[config.mk]
export PLATFORM = sky130hd
export DESIGN_NAME = fb_pixel_writer
export DESIGN_NICKNAME = d
export VERILOG_FILES = /design/src/rtl/fb_pkg.sv /design/src/rtl/fb_word_packer.sv /design/src/rtl/fb_pixel_writer.sv
export SDC_FILE = /design/constraint.sdc
export NUM_CORES = 1
export LEC_CHECK = 0
export CORE_UTILIZATION = 48
export CTS_CLUSTER_DIAMETER = 60
export CTS_CLUSTER_SIZE = 40
export DETAILED_ROUTE_END_ITERATION = 8
export PLACE_DENSITY = 0.72
export SLEW_MARGIN = 10
export SYNTH_ARGS = -nofsm -noshare
export SYNTH_HDL_FRONTEND = slang
export SYNTH_SLANG_ARGS = --single-unit
[constraint.sdc]
create_clock -name sdram_clk -period 10 [get_ports sdram_clk]
set_input_delay 1.5 -clock sdram_clk [delete_from_list [all_inputs] [get_ports sdram_clk]]
set_output_delay 1.5 -clock sdram_clk [all_outputs]
set_load 0.05 [all_outputs]
[src/rtl/fb_pkg.sv]
// Shared framebuffer definitions: writer/reader FSM encoding, screen geometry and
// RGB565 field positions.
package fb_pkg;

    typedef enum logic [2:0] {
        ST_IDLE         = 3'd0,
        ST_COLLECT      = 3'd1,
        ST_WRITE_REQ    = 3'd2,
        ST_WAIT_RELEASE = 3'd3,
        ST_DONE         = 3'd4
    } state_t;

    localparam logic [13:0] FB_MAX_WIDTH  = 14'd800;
    localparam logic [13:0] FB_MAX_HEIGHT = 14'd480;
    localparam logic [13:0] WORDS_PER_ROW = FB_MAX_WIDTH / 14'd2;

    localparam int RGB_R_MSB = 15;
    localparam int RGB_R_LSB = 11;
    localparam int RGB_G_MSB = 10;
    localparam int RGB_G_LSB = 5;
    localparam int RGB_B_MSB = 4;
    localparam int RGB_B_LSB = 0;

    localparam logic [3:0] MASK_HI_HALF = 4'b1100;
    localparam logic [3:0] MASK_LO_HALF = 4'b0011;

endpackage

[src/rtl/fb_word_packer.sv]
// Places one RGB565 pixel into its half of a 32-bit SDRAM word and computes the
// word address of the pixel; even columns occupy [31:16], odd columns [15:0].
module fb_word_packer
    import fb_pkg::*;
#(
    parameter logic [13:0] MAX_WIDTH  = FB_MAX_WIDTH,
    parameter logic [13:0] MAX_HEIGHT = FB_MAX_HEIGHT,
    parameter logic [13:0] ROW_WORDS  = WORDS_PER_ROW,
    parameter logic [31:0] BASE_ADDR  = 32'd0
) (
    input  logic [13:0] cx,
    input  logic [13:0] cy,
    input  logic [15:0] pix_data,
    input  logic [31:0] word_in,
    input  logic [3:0]  mask_in,
    output logic        in_bounds,
    output logic [31:0] word_out,
    output logic [3:0]  mask_out,
    output logic [31:0] addr
);

    logic [15:0] pix_s;

    // Merge the pixel into the pending word and derive bounds and address.
    always_comb begin
        pix_s     = {pix_data[RGB_R_MSB:RGB_R_LSB],
                     pix_data[RGB_G_MSB:RGB_G_LSB],
                     pix_data[RGB_B_MSB:RGB_B_LSB]};
        in_bounds = (cx < MAX_WIDTH) && (cy < MAX_HEIGHT);
        if (cx[0]) begin
            word_out = {word_in[31:16], pix_s};
            mask_out = mask_in | MASK_LO_HALF;
        end else begin
            word_out = {pix_s, word_in[15:0]};
            mask_out = mask_in | MASK_HI_HALF;
        end
        addr = BASE_ADDR + ({18'd0, cy} * {18'd0, ROW_WORDS}) + {19'd0, cx[13:1]};
    end

endmodule

[src/rtl/fb_pixel_writer.sv]
// Window pixel writer: walks a rectangular window, packs RGB565 pixel pairs into
// masked 32-bit SDRAM writes and flags the reader via screen_change.
module fb_pixel_writer
    import fb_pkg::*;
#(
    parameter logic [13:0] MAX_WIDTH  = FB_MAX_WIDTH,
    parameter logic [13:0] MAX_HEIGHT = FB_MAX_HEIGHT,
    parameter logic [31:0] BASE_ADDR  = 32'd0
) (
    input  logic        sdram_clk,
    input  logic        reset_n,
    input  logic        start,
    input  logic [13:0] win_x0,
    input  logic [13:0] win_y0,
    input  logic [13:0] win_w,
    input  logic [13:0] win_h,
    input  logic        pix_valid,
    input  logic [15:0] pix_data,
    output logic        pix_ready,
    output logic        ram_wen,
    output logic [31:0] ram_addr,
    output logic [31:0] ram_wdata,
    output logic [3:0]  ram_wmask,
    input  logic        ram_ack,
    output logic        busy,
    output logic        done,
    output logic        screen_change
);

    state_t      state_r, state_s;
    logic [13:0] x0_r, y0_r, w_r, h_r;
    logic [13:0] cx_r, cy_r;
    logic [31:0] word_r, addr_r;
    logic [3:0]  mask_r;
    logic        last_r;
    logic        pix_ready_r, ram_wen_r, busy_r, done_r, screen_change_r;
    logic        pix_ready_s, ram_wen_s, busy_s, done_s, screen_change_s;

    logic        accept_s, last_col_s, last_row_s, last_pix_s, complete_s;
    logic        in_bounds_s;
    logic [31:0] word_s, addr_s;
    logic [3:0]  mask_s;

    fb_word_packer #(
        .MAX_WIDTH  (MAX_WIDTH),
        .MAX_HEIGHT (MAX_HEIGHT),
        .ROW_WORDS  (MAX_WIDTH >> 1),
        .BASE_ADDR  (BASE_ADDR)
    ) u_packer (
        .cx        (cx_r),
        .cy        (cy_r),
        .pix_data  (pix_data),
        .word_in   (word_r),
        .mask_in   (mask_r),
        .in_bounds (in_bounds_s),
        .word_out  (word_s),
        .mask_out  (mask_s),
        .addr      (addr_s)
    );

    // Window-end and word-completion decode; end comparisons use 15 bits so x0+w cannot wrap.
    always_comb begin
        accept_s   = pix_valid && pix_ready_r && (state_r == ST_COLLECT);
        last_col_s = (({1'b0, cx_r} + 15'd1) == ({1'b0, x0_r} + {1'b0, w_r}));
        last_row_s = (({1'b0, cy_r} + 15'd1) == ({1'b0, y0_r} + {1'b0, h_r}));
        last_pix_s = last_col_s && last_row_s;
        if (in_bounds_s) begin
            complete_s = cx_r[0] || last_col_s || last_pix_s;
        end else begin
            complete_s = (mask_r != 4'd0);
        end
    end

    // FSM state register.
    always_ff @(posedge sdram_clk or negedge reset_n) begin
        if (!reset_n) begin
            state_r <= ST_IDLE;
        end else begin
            state_r <= state_s;
        end
    end

    // FSM next-state logic.
    always_comb begin
        state_s = state_r;
        case (state_r)
            ST_IDLE: begin
                if (start) begin
                    if ((win_w == 14'd0) || (win_h == 14'd0)) begin
                        state_s = ST_DONE;
                    end else begin
                        state_s = ST_COLLECT;
                    end
                end else begin
                    state_s = ST_IDLE;
                end
            end
            ST_COLLECT: begin
                if (accept_s && complete_s) begin
                    state_s = ST_WRITE_REQ;
                end else if (accept_s && last_pix_s) begin
                    state_s = ST_DONE;
                end else begin
                    state_s = ST_COLLECT;
                end
            end
            ST_WRITE_REQ: begin
                if (ram_ack) begin
                    state_s = ST_WAIT_RELEASE;
                end else begin
                    state_s = ST_WRITE_REQ;
                end
            end
            ST_WAIT_RELEASE: begin
                if (!ram_ack) begin
                    state_s = last_r ? ST_DONE : ST_COLLECT;
                end else begin
                    state_s = ST_WAIT_RELEASE;
                end
            end
            ST_DONE:  state_s = ST_IDLE;
            default:  state_s = ST_IDLE;
        endcase
    end

    // FSM output decode, evaluated on the next state so the outputs can be registered.
    always_comb begin
        pix_ready_s     = (state_s == ST_COLLECT);
        ram_wen_s       = (state_s == ST_WRITE_REQ);
        busy_s          = (state_s == ST_COLLECT) || (state_s == ST_WRITE_REQ) ||
                          (state_s == ST_WAIT_RELEASE);
        done_s          = (state_s == ST_DONE);
        screen_change_s = screen_change_r || done_s;
    end

    // Registered control outputs.
    always_ff @(posedge sdram_clk or negedge reset_n) begin
        if (!reset_n) begin
            pix_ready_r     <= 1'b0;
            ram_wen_r       <= 1'b0;
            busy_r          <= 1'b0;
            done_r          <= 1'b0;
            screen_change_r <= 1'b0;
        end else begin
            pix_ready_r     <= pix_ready_s;
            ram_wen_r       <= ram_wen_s;
            busy_r          <= busy_s;
            done_r          <= done_s;
            screen_change_r <= screen_change_s;
        end
    end

    // Window latch, cursor walk and pending word; out-of-bounds pixels leave the word untouched.
    always_ff @(posedge sdram_clk or negedge reset_n) begin
        if (!reset_n) begin
            x0_r   <= 14'd0;
            y0_r   <= 14'd0;
            w_r    <= 14'd0;
            h_r    <= 14'd0;
            cx_r   <= 14'd0;
            cy_r   <= 14'd0;
            word_r <= 32'd0;
            mask_r <= 4'd0;
            addr_r <= 32'd0;
            last_r <= 1'b0;
        end else begin
            if ((state_r == ST_IDLE) && start) begin
                x0_r   <= win_x0;
                y0_r   <= win_y0;
                w_r    <= win_w;
                h_r    <= win_h;
                cx_r   <= win_x0;
                cy_r   <= win_y0;
                word_r <= 32'd0;
                mask_r <= 4'd0;
                last_r <= 1'b0;
            end else if (accept_s) begin
                if (in_bounds_s) begin
                    word_r <= word_s;
                    mask_r <= mask_s;
                    addr_r <= addr_s;
                end else begin
                    word_r <= word_r;
                    mask_r <= mask_r;
                    addr_r <= addr_r;
                end
                last_r <= last_pix_s;
                if (last_col_s) begin
                    cx_r <= x0_r;
                    cy_r <= cy_r + 14'd1;
                end else begin
                    cx_r <= cx_r + 14'd1;
                    cy_r <= cy_r;
                end
            end else if ((state_r == ST_WRITE_REQ) && ram_ack) begin
                word_r <= 32'd0;
                mask_r <= 4'd0;
            end else begin
                word_r <= word_r;
                mask_r <= mask_r;
            end
        end
    end

    assign pix_ready     = pix_ready_r;
    assign ram_wen       = ram_wen_r;
    assign ram_addr      = addr_r;
    assign ram_wdata     = word_r;
    assign ram_wmask     = mask_r;
    assign busy          = busy_r;
    assign done          = done_r;
    assign screen_change = screen_change_r;

endmodule
==> results.md <==
- Status: completed
- Ys async rst share: 100%
- Rel. slew slack: between 40% and 50%
- Clk_lat worst skew: between 0.4 and 0.5 ns
- # rows: 53
- Routed Wire Length: 26400 µm
- RSZ-0062 raised after global routing: false
- Multi-input gate area: about 6200 µm²
- Syn Area/Cell: 9.20 µm²
- TritonCTS Buffers: 17
- Post-CTS Setup Bufs: 0
- Max frequency: 211 MHz
- Initial core utilization: 49.5%
- Final GP Congestion: 0.952
- CP Class: flop to flop
- Setup violators final: 0
- Initial drt markers: around 470
- Startpoint types: flop
- DRC viols: 0
- # port buffers: 141
- FILL cells: around 1.9k
- Post-CTS resize count: 0
- Area Overhead vs Synth: 21.1%
- Share of cells above drive strength 1: 5.54%
- Synth unique cells: between 70 and 80
- Endpoints failing hold: 0
- FF+latch area: 3780 µm²
- Final period utilization: 47.3%
- CP max FO: 8
- Endpoint class of the critical path: flop
- GRT overflow: 0
- CP arrival: 5.05 ns
- Worst Hold Class: flop to flop
- CTS Sinks: 151
- Largest net degree at the start of global routing: 84
- Die Width: 150 µm
- Reg clk slew, reported paths: around 0.070 ns
- Synth Flop Type: dfrtp_1
- Fin. max-slew vios: 0
- Reg2reg setup slack: 5.27 ns
- Die H: around 150 µm
- Number of synthesized flops with an enable pin: 0
- CTS tree: yes
- Number of warnings issued by yosys: 0
- Die ar.: 22500 µm²
- Max_cap viols: 0
- WL/cell: approximately 17 µm
- # H-tree levels: 4
- Setup TNS: 0 ns
- Post-route ant nets: 0
- Number of global-route vias before repair: roughly 8.4k
- Mapped Cells: 1142
- Final nets: 1445
- Final min period: 4.73 ns
- Top-Level Pins: 150
- Root buf cell: clkbuf_16
- HPWL Detailed: 19600 µm
- Worst slew pin tran: between 0.8 and 0.9 ns
- Vias after detailed routing: 8723
- Seq/Total Area, Yosys: 36.0%
- Cts hold-fix bufs: 0
- Global-route wire length before repair: 43100 µm
- Number of diodes: 0
- Synthesized cell area: 10500 µm²
- Clk_skew: 0.0141 ns
- CTS Buffer Depth: 2
- Drt pass-1 iters: 5
- Mean number of vias per cell: 5.61
- Total GRT Usage: between 20 and 25%
- Core Region: 21200 µm²
- Post-synthesis register bit count: 151
- WP data required: 10.31 ns
- Antenna violations before repair: 0
synth_stat cells, types with 3 or more instances:
library cell | instances | area share, %
fa_1 | 12 | 2.3
o21ai_1 | 4 | 0.19
o31ai_1 | 5 | 0.36
mux2_4 | 3 | 0.43
a221o_1 | 10 | 0.95
or3_1 | 5 | 0.30
nand2_1 | 206 | 7.4
xnor3_1 | 5 | 1.1
a21boi_0 | 5 | 0.36
buf_1 | 3 | 0.11
and2_1 | 21 | 1.3
xor2_1 | 28 | 2.3
nor2_1 | 48 | 1.7
a31oi_1 | 6 | 0.36
o21a_1 | 9 | 0.64
buf_2 | 6 | 0.29
clkbuf_1 | 28 | 1.0
a211o_1 | 3 | 0.25
o21ai_0 | 42 | 2.0
o2111ai_1 | 5 | 0.42
buf_4 | 11 | 0.79
a311oi_1 | 3 | 0.25
or4_1 | 4 | 0.29
xnor2_1 | 62 | 5.2
a22o_1 | 32 | 2.7
nor2b_1 | 9 | 0.54
mux2i_1 | 22 | 2.1
ha_1 | 88 | 10
nand4_1 | 9 | 0.54
nand2b_1 | 6 | 0.36
nand3_2 | 3 | 0.29
a31o_2 | 3 | 0.25
nor4_1 | 10 | 0.60
and3_1 | 10 | 0.60
inv_1 | 78 | 2.8
a211oi_1 | 4 | 0.29
mux2_2 | 3 | 0.32
nor3_1 | 11 | 0.52
o211ai_1 | 21 | 1.5
nand3_1 | 26 | 1.2
a21o_1 | 31 | 2.2
o21bai_1 | 4 | 0.29
a21oi_1 | 43 | 2.0
dfrtp_1 | 151 | 36
layer usage:
| metal | global-route usage (%) | wire [µm] | up-vias | share of wire [%] |
|---|---|---|---|---|
| met2 | 38.5 | 11900 | 270 | 45 |
| met4 | 6.31 | 357 | 0 | 1.4 |
| met3 | 3.75 | 1560 | 29 | 5.9 |
| met5 | 0 | 0 | - | 0 |
| li1 | - | - | 4236 | - |
| met1 | 35.0 | 12600 | 4188 | 48 |
final cells by class:
cell class | instances | share of cell area, %
clock buffers | 17 | 3.34
well taps | 275 | 2.70
flip-flops and latches | 151 | 29.7
multi-input cells | 869 | 48.7
inverters | 78 | 2.30
clock inverters | 15 | 1.52
repair buffers | 151 | 11.7
state kept, by name, summed over array words and instances, names as in the netlist, 2 cells and up:
name	flops
ram_wdata	32
w_r	14
h_r	14
cy_r	14
x0_r	14
state_r	3
ram_wmask	2
y0_r	14
ram_addr	24
cx_r	14
kinds of logic (layout without fill, tap and decap cells):
family | count (synthesis) | in the layout | synth area share (%)
compound gates | 251 | 251 | 16.9
flops | 151 | 151 | 36.0
other cells | 1 | 8 | 0.0357
fa+ha+maj | 100 | 100 | 12.8
xor+xnor | 96 | 96 | 8.80
simple gates | 386 | 386 | 17.4
mux | 28 | 28 | 2.85
buf+inv | 129 | 261 | 5.32
worst max-delay path, cell delays in order, from the launching register on:
cell and delay (ns):
dfrtp_1 0.53, ha_1 0.35, ha_1 0.28, ha_1 0.32
ha_1 0.31, a21o_1 0.20, a211o_1 0.34, a2111oi_0 0.64
or2_2 0.24, xnor2_1 0.14, nor4b_2 0.35, nand4_1 0.24
o311a_1 0.40, a211o_1 0.26
path summary, 6_finish.rpt:
| path | startpoint | endpoint | depth (start not counted) |
|---|---|---|---|
| min reg2reg | ram_addr[2] | ram_addr[2] | 2 |
| min in group asynchronous | reset_n | ram_addr[3] | 1 |
| min | ram_addr[2] | ram_addr[2] | 2 |
| max reg2reg | cy_r[0] | ram_addr[22] | 13 |
| max in group asynchronous | reset_n | done | 2 |
| max | cy_r[0] | ram_addr[22] | 13 |
cell usage in the layout (no fill, tap or decap), types with 32 or more instances in the layout:
cell type / n
inv_1: 78
nor2_1: 48
ha_1: 88
xnor2_1: 62
o21ai_0: 42
a22o_1: 32
nand2_1: 206
clkdlybuf4s50_1: 140
dfrtp_1: 151
a21oi_1: 43
metrics by stage:
stage	util (%)	hold WS, ns	cells	setup slack, ns	area [µm²]
finish	60.0	0.475	1556	5.27	12700
detailed placement	57.0	0.462	1524	5.27	12100
global placement	57.0	0.461	1524	5.46	12100
global route	60.0	0.497	1556	4.84	12700
CTS	60.0	0.481	1556	5.25	12700
floorplan	-	0.450	1149	5.78	10500
Power is left out: the tool's default activity adds up to more than one toggle a clock period on the data nets, which glitch-free logic cannot reach.
